--- config.mk ---
export PLATFORM = sky130hd
export DESIGN_NAME = systolic_mac_cell
export DESIGN_NICKNAME = d
export VERILOG_FILES = /design/src/rtl/systolic_mac_cell.sv
export SDC_FILE = /design/constraint.sdc
export NUM_CORES = 1
export LEC_CHECK = 0
export ABC_AREA = 1
export CORE_MARGIN = 5
export CORE_UTILIZATION = 64
export CTS_CLUSTER_DIAMETER = 150
export DETAILED_ROUTE_END_ITERATION = 10
export PLACE_DENSITY = 0.82
export SYNTH_ARGS = -nofsm -noshare
export SYNTH_HDL_FRONTEND = slang
export SYNTH_SLANG_ARGS = --single-unit
--- constraint.sdc ---
create_clock -name clk -period 6.1 [get_ports clk]
set_clock_uncertainty 0.05 [all_clocks]
set_input_delay 1.525 -clock clk [delete_from_list [all_inputs] [get_ports clk]]
set_output_delay 1.525 -clock clk [all_outputs]
set_load 0.02 [all_outputs]
--- src/rtl/systolic_mac_cell.sv ---
// Systolic tile: nibble-serial column/row links feeding a DIMxDIM integer accumulator block.
// Each frame is forwarded downstream or used to MAC into, clear, or drain the local accumulators.
module systolic_mac_cell #(
  parameter int unsigned DIM    = 2,
  parameter int unsigned ELEM_W = 8,
  parameter int unsigned NIB    = 4,
  parameter int unsigned SAT    = 1
) (
  input  logic           clk,
  input  logic           rst,
  input  logic           ena,
  input  logic [NIB-1:0] col_in,
  input  logic           col_ctrl_in,
  input  logic [NIB-1:0] row_in,
  input  logic           row_ctrl_in,
  output logic [NIB-1:0] col_out,
  output logic           col_ctrl_out,
  output logic [NIB-1:0] row_out,
  output logic           row_ctrl_out,
  output logic           frame_start
);
  localparam int unsigned W     = DIM * ELEM_W;
  localparam int unsigned FRAME = W / NIB;
  localparam int unsigned ACC_W = 2 * ELEM_W;
  localparam int unsigned IDX_W = (DIM > 1) ? $clog2(DIM) : 1;
  localparam int unsigned PH_W  = (FRAME > 1) ? $clog2(FRAME) : 1;
  localparam int unsigned HALF  = DIM / 2;

  if ((DIM < 2) || ((DIM % 2) != 0) || ((FRAME * NIB) != W) || ((DIM * DIM) > FRAME) ||
      (FRAME < 2) || (FRAME < IDX_W)) begin : g_param_check
    $error("systolic_mac_cell: illegal parameter combination");
  end

  typedef enum logic [1:0] {
    OP_IDLE  = 2'b00,
    OP_MAC   = 2'b01,
    OP_CLEAR = 2'b10,
    OP_DRAIN = 2'b11
  } op_e;

  logic [PH_W-1:0]   phase_q, phase_d;
  logic [W-NIB-1:0]  col_buf_q, col_buf_d, row_buf_q, row_buf_d;
  logic [FRAME-2:0]  cctl_buf_q, cctl_buf_d, rctl_buf_q, rctl_buf_d;
  logic [W-1:0]      col_osr_q, col_osr_d, row_osr_q, row_osr_d;
  logic [FRAME-1:0]  cctl_osr_q, cctl_osr_d, rctl_osr_q, rctl_osr_d;
  logic [ACC_W-1:0]  acc_q [DIM][DIM];
  logic [ACC_W-1:0]  acc_d [DIM][DIM];
  logic [ELEM_W-1:0] a_q [DIM];
  logic [ELEM_W-1:0] a_d [DIM];
  logic [ELEM_W-1:0] b_q [DIM];
  logic [ELEM_W-1:0] b_d [DIM];
  logic              mac_busy_q, mac_busy_d;
  logic [IDX_W-1:0]  mac_i_q, mac_i_d, mac_j_q, mac_j_d;

  logic              latch;
  logic [W-1:0]      col_frame, row_frame;
  logic [FRAME-1:0]  cctl_frame, rctl_frame;
  op_e               op;
  logic [IDX_W-1:0]  drain_r;
  logic              mac_last;
  logic [ELEM_W-1:0] a_sel, b_sel;
  logic [ACC_W-1:0]  acc_sel, prod, sum_sat;
  logic [ACC_W:0]    sum;
  logic              ovf;

  // Full frame at the latch edge is the buffered digits plus the live one
  assign latch      = (phase_q == PH_W'(FRAME - 1));
  assign col_frame  = {col_buf_q, col_in};
  assign row_frame  = {row_buf_q, row_in};
  assign cctl_frame = {cctl_buf_q, col_ctrl_in};
  assign rctl_frame = {rctl_buf_q, row_ctrl_in};
  assign op         = op_e'(cctl_frame[FRAME-1 -: 2]);
  assign drain_r    = rctl_frame[FRAME-1 -: IDX_W];
  assign mac_last   = (mac_i_q == IDX_W'(DIM - 1)) && (mac_j_q == IDX_W'(DIM - 1));

  // Low ACC_W bits of the product of sign-extended operands are the signed product
  assign a_sel   = a_q[mac_i_q];
  assign b_sel   = b_q[mac_j_q];
  assign acc_sel = acc_q[mac_i_q][mac_j_q];
  assign prod    = {{ELEM_W{a_sel[ELEM_W-1]}}, a_sel} * {{ELEM_W{b_sel[ELEM_W-1]}}, b_sel};
  assign sum     = {acc_sel[ACC_W-1], acc_sel} + {prod[ACC_W-1], prod};
  assign ovf     = sum[ACC_W] ^ sum[ACC_W-1];
  assign sum_sat = ((SAT != 0) && ovf) ?
                   (sum[ACC_W] ? {1'b1, {(ACC_W-1){1'b0}}} : {1'b0, {(ACC_W-1){1'b1}}}) :
                   sum[ACC_W-1:0];

  always_comb begin
    phase_d    = phase_q;
    col_buf_d  = col_buf_q;
    row_buf_d  = row_buf_q;
    cctl_buf_d = cctl_buf_q;
    rctl_buf_d = rctl_buf_q;
    col_osr_d  = col_osr_q;
    row_osr_d  = row_osr_q;
    cctl_osr_d = cctl_osr_q;
    rctl_osr_d = rctl_osr_q;
    acc_d      = acc_q;
    a_d        = a_q;
    b_d        = b_q;
    mac_busy_d = mac_busy_q;
    mac_i_d    = mac_i_q;
    mac_j_d    = mac_j_q;
    if (ena) begin
      phase_d    = latch ? '0 : phase_q + PH_W'(1);
      col_buf_d  = col_frame[W-NIB-1:0];
      row_buf_d  = row_frame[W-NIB-1:0];
      cctl_buf_d = cctl_frame[FRAME-2:0];
      rctl_buf_d = rctl_frame[FRAME-2:0];
      col_osr_d  = {col_osr_q[W-NIB-1:0], {NIB{1'b0}}};
      row_osr_d  = {row_osr_q[W-NIB-1:0], {NIB{1'b0}}};
      cctl_osr_d = {cctl_osr_q[FRAME-2:0], 1'b0};
      rctl_osr_d = {rctl_osr_q[FRAME-2:0], 1'b0};
      // Engine walks (i,j) row-major; written first so a same-edge drain sees it and clear wins
      if (mac_busy_q) begin
        acc_d[mac_i_q][mac_j_q] = sum_sat;
        if (mac_last) begin
          mac_busy_d = 1'b0;
        end else if (mac_j_q == IDX_W'(DIM - 1)) begin
          mac_j_d = '0;
          mac_i_d = mac_i_q + IDX_W'(1);
        end else begin
          mac_j_d = mac_j_q + IDX_W'(1);
        end
      end
      if (latch) begin
        col_osr_d  = col_frame;
        row_osr_d  = row_frame;
        cctl_osr_d = cctl_frame;
        rctl_osr_d = rctl_frame;
        case (op)
          OP_MAC: begin
            for (int k = 0; k < DIM; k++) begin
              a_d[k] = col_frame[(DIM-k)*ELEM_W-1 -: ELEM_W];
              b_d[k] = row_frame[(DIM-k)*ELEM_W-1 -: ELEM_W];
            end
            mac_busy_d = 1'b1;
            mac_i_d    = '0;
            mac_j_d    = '0;
          end
          OP_CLEAR: begin
            for (int i = 0; i < DIM; i++) begin
              for (int j = 0; j < DIM; j++) acc_d[i][j] = '0;
            end
          end
          OP_DRAIN: begin
            col_osr_d = '0;
            row_osr_d = '0;
            for (int r = 0; r < DIM; r++) begin
              if (drain_r == IDX_W'(r)) begin
                for (int j = 0; j < HALF; j++) begin
                  col_osr_d[W-1-j*ACC_W -: ACC_W] = acc_d[r][j];
                  row_osr_d[W-1-j*ACC_W -: ACC_W] = acc_d[r][HALF+j];
                end
              end
            end
            cctl_osr_d[FRAME-1 -: 2] = 2'b00;
          end
          default: ;
        endcase
      end
    end
  end

  always_ff @(posedge clk) begin
    if (rst) begin
      phase_q    <= '0;
      col_buf_q  <= '0;
      row_buf_q  <= '0;
      cctl_buf_q <= '0;
      rctl_buf_q <= '0;
      col_osr_q  <= '0;
      row_osr_q  <= '0;
      cctl_osr_q <= '0;
      rctl_osr_q <= '0;
      mac_busy_q <= 1'b0;
      mac_i_q    <= '0;
      mac_j_q    <= '0;
      for (int i = 0; i < DIM; i++) begin
        a_q[i] <= '0;
        b_q[i] <= '0;
        for (int j = 0; j < DIM; j++) acc_q[i][j] <= '0;
      end
    end else begin
      phase_q    <= phase_d;
      col_buf_q  <= col_buf_d;
      row_buf_q  <= row_buf_d;
      cctl_buf_q <= cctl_buf_d;
      rctl_buf_q <= rctl_buf_d;
      col_osr_q  <= col_osr_d;
      row_osr_q  <= row_osr_d;
      cctl_osr_q <= cctl_osr_d;
      rctl_osr_q <= rctl_osr_d;
      mac_busy_q <= mac_busy_d;
      mac_i_q    <= mac_i_d;
      mac_j_q    <= mac_j_d;
      acc_q      <= acc_d;
      a_q        <= a_d;
      b_q        <= b_d;
    end
  end

  assign col_out      = col_osr_q[W-1 -: NIB];
  assign row_out      = row_osr_q[W-1 -: NIB];
  assign col_ctrl_out = cctl_osr_q[FRAME-1];
  assign row_ctrl_out = rctl_osr_q[FRAME-1];
  // Gated so the pulse stays low while reset is held
  assign frame_start  = ~rst & (phase_q == '0);

endmodule

# == After elaboration in Yosys (flattened, before gate mapping) ==
# Cells that the tools add are included.
# word_totals
ff_bits,171
output_inout_bits,11
inputBits,13
wordCells,89
# op_classes
n_eq_ne,4
n_mul,1
muxes,46
n_reduce_logical,5
order_cmp,4
bitwise_logic,5
add_sub_neg,4
# op_table
operator,count
two-way mux 16 bit,12
two-way mux 64 bit,3
two-way mux 32 bit,4
bitwise mux 64 bit,1
two-way mux 8 bit,6
demux 32 bit (select 1 bit),1
adder 16 x 16 -> 17 bit,1
demux 16 bit (select 1 bit),1
multiplier 8 x 8 -> 16 bit,1
two-way mux 1 bit,14
two-way mux 4 bit,2
"equality test 2 bit, second input constant",3
">= comparator 2 bit, second input constant",2
"less-than comparator 2 x 1 -> 1 bit, second input constant",2
two-way mux 2 bit,2
NOT 1 -> 2 bit,2
logical AND 1 bit,3
AND reduction 3 bit,1
"adder 1 bit, second input constant",2
"adder 2 x 1 -> 2 bit, second input constant",1
"equality test 2 x 1 -> 1 bit, second input constant",1
zero test 2 bit,1
AND 1 bit,1
NOT 1 bit,1
XOR 1 bit,1

# == Depth between registers and ports, before layout ==
# depth
ltp_word,15
mapped_depth,34
depth_no_buf,31

# == Worst setup path after synthesis ==
# No wires, ideal clock.
# synth_timing
kind,register to register
startpoint,register mac_j_q
endpoint,register col_osr_q[0]
setup_ns,0.138
period_less_slack_ns,5.632
path_slack_ns,0.468
path_stages_with_launch,27
t_required_ns,5.912
t_arrival_ns,5.444
n_path_buf,3
path_cell_list,dfxtp_1 > buf_2 > clkbuf_1 > o21ai_0 > nor2_1 > inv_1 > fa_1 > inv_1 > fa_1 > fa_1 > fa_1 > fa_1 > ha_1 > nand2_1 > nand3_2 > nor2b_4 > nor2_4 > nand3_4 > nand3_4 > buf_6 > nand3_1 > nand2_1 > nand2_1 > nand3_1 > nand2_1 > nand2_1 > a21oi_2
# synth_via
elab_chain_len,13
elab_cells_between_ends,24
classes_between,add/sub (1); mul (1); order compare (2); mux (17); bitwise (2); reduce/logical (1)
# synth_lines
item,line,text
"start, declared",53,"logic [IDX_W-1:0] mac_i_q, mac_i_d, mac_j_q, mac_j_d;"
"start signal, assigned",195,mac_j_q <= mac_j_d;
NOT 1 -> 2 bit (not written as such) (*),"78, 79, 115",
two-way mux 8 bit (not written as such) (3 in series),78,assign b_sel = b_q[mac_j_q];
multiplier 8 x 8 -> 16 bit,80,"assign prod = {{ELEM_W{a_sel[ELEM_W-1]}}, a_sel} * {{ELEM_W{b_sel[ELEM_W-1]}}, b_sel};"
adder 16 x 16 -> 17 bit,81,"assign sum = {acc_sel[ACC_W-1], acc_sel} + {prod[ACC_W-1], prod};"
two-way mux 16 bit or XOR 1 bit (tied branches),"84, 82",
two-way mux 16 bit,83,assign sum_sat = ((SAT != 0) && ovf) ?
bitwise mux 64 bit (*),115,acc_d[mac_i_q][mac_j_q] = sum_sat;
two-way mux 64 bit (*),114,if (mac_busy_q) begin
two-way mux 16 bit (*),149,if (drain_r == IDX_W'(r)) begin
two-way mux 16 bit (*),130,case (op)
two-way mux 16 bit (*),125,if (latch) begin
"end signal, assigned",189,col_osr_q <= col_osr_d;
"end, declared",44,"logic [W-1:0] col_osr_q, col_osr_d, row_osr_q, row_osr_d;"
# Every way passes the cells marked *; elsewhere a longest branch is shown, timed or not. The select of a mux whose other input is x is not followed.
# A chain may end at the register's enable or synchronous reset.

# == Worst setup path in the final report ==
# layout_timing
startpoint,register mac_i_q
endpoint,register row_osr_q[12]
# layout_via
elab_chain_len,15
elab_cells_between_ends,25
classes_between,add/sub (1); mul (1); order compare (2); mux (18); bitwise (2); reduce/logical (1)
# layout_lines
item,line,text
"start, declared",53,
"start signal, assigned",194,mac_i_q <= mac_i_d;
NOT 1 -> 2 bit (not written as such) (*),"77, 79, 115",
"parallel branches: the longest is 9 deep, another holds adder 16 x 16 -> 17 bit",--,
bitwise mux 64 bit (*),115,
two-way mux 64 bit (*),114,
two-way mux 16 bit (*),149,
two-way mux 16 bit (*),130,
two-way mux 16 bit (*),125,
"end signal, assigned",190,row_osr_q <= row_osr_d;
"end, declared",44,
# Every way passes the cells marked *. The select of a mux whose other input is x is not followed.

==> results.yml <==
global_route:
  grt_pass1_vias: 11262
  grt-ovfl-total: 0
  grt_max_degree: 100
  antenna_found_initial: 1
  track_usage: 0.3351
  grt_pass1_wl_um: 58620
synth:
  synth-main-ff-cell: "dfxtp_1"
  synth_top_family_by_area: "simple AND/OR/NAND/NOR gates"
  yosys.area_share.simple: 0.3253
  synth_edf_count: 0
  syn_avg_cell_area_um2: 6.965
  muxShareOfSynthArea: 0.002479
  synth_adder_area_share: 0.1680
  syn_area_um2: 12110
  yosys.area_share.xor_xnor: 0.005062
  ys_ff_latch: 171
  ys_types: 40
  synth_compound_area_frac: 0.1230
  ys_warn_count: 0
  synth.net_count: 1869
  yosysSeqAreaShare: 0.2826
  postSynthCellCount: 1739
  synth-async-reset-ratio: 0
power:
  power_switching_mw: 0.6988
  swShare: 0.2822
  ir_drop_uv: 198.0
  clockPowerShare: 0.457
  leakagePower_nw: 6.360
  internal-power_mw: 1.778
  power.density_nw_per_um2: 172.2
  power_frac_comb: 0.077
  p_seq_frac: 0.466
setup_path:
  r2r-start: "mac_i_q"
  path_buf_inv: 6
  rrSetupSlack_ps: 160
  worst-path-stages: 28
  critPathMostFrequentCell: "fa_1"
  required_ps: 6420
  critPathSlowestCell: "fa_1"
  start_kind: "register"
  cp_top_family: "adder cells"
  crit_fanout: 10
  rr_endpoint: "row_osr_q[12]"
  r2r_cells: 28
  critPathKind: "register to register"
  arrival_ps: 6270
  crit_path_end_kind: "register"
  slowest_delay_ps: 590
timing:
  fin_crit_sh: 0.9745
  timing.final.crit_period_ps: 5945
  relSlewSlack: 0.2336
  max_freq_ghz: 0.1682
  max_slew.worst_pin.slew_ps: 1148
  hold_violations: 0
  final.setup.tns_ps: 0
  hold_ws_ps: 416.5
  setup_viol: 0
  slew_violations: 0
clocking:
  cts_buffers: 17
  hold_buffers: 0
  path_clk_slew_ps: 80
  clock_path_buffers: 2
  clock-root-buffer: "clkbuf_16"
  cts_tree: "yes"
  htreeDepth: 4
  clk_latency_ps: 440
  cts_sinks: 171
finish:
  fill_cells: 1318
  area_growth_pct: 18.73
  final_nets: 1941
  antenna_cells: 0
  final_cells: 2058
  layout-drive-gt1-share: 0.1880
die:
  rows: 50
  die_w_um: 147.6
  die_h_um: 147.6
  die-area_um2: 21780
  initial_core_util: 0.6497
  io_pins: 24
  core_area_um2: 18640
route:
  drc: 0
  wl_um: 38820
  ant_nets: 0
  wl_per_cell_um: 18.86
  vias: 12376
  viasPerCell: 6.014
  drt_pre_antenna_iters: 7
  first_iter_violations: 1869
place:
  dp.cells: 2007
  port-buffer-count: 23
  dp_hpwl_um: 26090
  gp_congestion: 0.9678
hold_path:
  hold_path_end: "acc_q[61]"
  min_from: "acc_q[61]"
  hold_path_class: "register to register"
  whs_path_depth: 2
outcome:
  status: "complete, no violations"
flow_run:
  maxCapViolCount: 0
-- power groups by stage --
stage | Combinational [mW] | Clock, mW | Sequential, mW
after floorplan | 0.118 | 0 | 1.17
after global placement | 0.169 | 0 | 1.18
after detailed placement | 0.173 | 0 | 1.18
after CTS | 0.174 | 1.12 | 1.15
after global routing | 0.202 | 1.18 | 1.16
final | 0.190 | 1.13 | 1.16
-- sequential cells by signal (all words and copies together) (netlist names) --
| name | flops |
|---|---|
| phase_q | 2 |
| rctl_osr_q | 4 |
| acc_q | 64 |
| mac_busy_q | 1 |
| cctl_osr_q | 4 |
| mac_i_q | 1 |
| row_buf_q | 12 |
| col_osr_q | 16 |
| a_q | 16 |
| b_q | 16 |
| row_osr_q | 16 |
| cctl_buf_q | 3 |
| mac_j_q | 1 |
| rctl_buf_q | 3 |
| col_buf_q | 12 |
-- layer usage --
layer	vias up	part of all wire	wire [um]	global-route usage
li1	5716	-	-	-
met1	5723	0.40	15400	0.4665
met2	765	0.44	17220	0.5148
met3	170	0.10	4027	0.05855
met4	2	0.055	2153	0.1468
met5	-	0.00028	11	0
-- worst reg2reg max path, delay by kind of cell (launching register included) --
| family | cells | cell delay (ps) |
|---|---|---|
| AOI/OAI and AO/OA | 2 | 210 |
| adders and majority gates | 6 | 2920 |
| buffers and inverters | 6 | 650 |
| DFF | 1 | 420 |
| and+or+nand+nor | 14 | 1640 |
-- per-stage QoR --
| stage | worst slack (ps) | area (um^2) | utilization | power (mW) |
|---|---|---|---|---|
| after floorplan | 468.4 | 12110 | - | 1.291 |
| after global placement | 60.39 | 13070 | 0.7009 | 1.348 |
| after detailed placement | -24.51 | 13070 | 0.7009 | 1.353 |
| after CTS | 14.10 | 13680 | 0.7336 | 2.451 |
| after global routing | -72.52 | 14380 | 0.7713 | 2.541 |
| final | 155.3 | 14380 | 0.7713 | 2.477 |
-- cells in the mapped netlist (6+ instances only) --
cell type	number	area, um^2
nand2_1	484	1817
o221ai_1	7	61.31
a21oi_1	150	750.7
o21ai_0	55	275.3
o211ai_1	9	67.56
a221oi_1	6	52.55
fa_1	76	1521
dfxtp_1	171	3423
nand2_2	10	62.56
nand3_2	12	120.1
inv_1	158	593.1
ha_1	41	513.0
a22oi_1	8	60.06
buf_4	10	75.07
a21oi_2	13	113.9
o22ai_1	8	50.05
buf_2	13	65.06
buf_1	7	26.28
nand3_1	178	890.9
nor2_1	163	611.8
clkbuf_1	63	236.5
inv_2	9	33.78
or2_2	36	225.2
-- final cells by class --
class | instances | area (um^2) | share of cell area
Multi-Input combinational cell | 1297 | 8015 | 0.5574
Sequential cell | 171 | 3428 | 0.2384
Timing Repair Buffer | 152 | 1390 | 0.09667
Inverter | 172 | 653.1 | 0.04542
Clock buffer | 17 | 425.4 | 0.02958
Tap cell | 234 | 292.8 | 0.02036
Clock inverter | 15 | 175.2 | 0.01218
-- kinds of logic (layout without fill, tap and decap cells) --
family	count (synthesis)	in the layout
fa+ha+maj	117	117
simple gates	904	905
xor+xnor	7	7
compound gates	265	265
buf+inv	272	356
mux	3	3
flops	171	171
-- worst max path at each step --
stage	to	slack, ps	start
2_1_floorplan	col_osr_q[0]	470	mac_j_q
3_3_place_gp	row_osr_q[8]	60	mac_i_q
3_5_place_dp	col_osr_q[8]	-20	mac_i_q
4_1_cts	col_osr_q[8]	10	mac_i_q
5_1_grt	row_osr_q[14]	-70	mac_i_q
6_report	row_osr_q[12]	160	mac_i_q
-- cell usage in the layout, fill, tap and decap left out, types with 7 or more instances in the layout --
cell type	count
nand2_1	468
dfxtp_1	169
nor2_1	158
nand3_1	156
inv_1	150
a21oi_1	148
buf_4	113
fa_1	74
o21ai_0	51
or2_2	35
nand3_2	31
ha_1	31
nand2_2	24
clkbuf_16	22
clkdlybuf4s50_1	22
inv_2	16
a21oi_2	14
ha_4	10
o211ai_1	9
nor2_2	7
nand3_4	7
nand2_4	7
buf_12	7
-- what timing repair did --
item	in CTS	in global routing
buffers inserted	0	13
gates cloned	0	6
gates resized for setup	2	101
setup endpoints to repair	20	80
pin swaps	0	27
No activity file was read; power rests on OpenSTA's default activity.
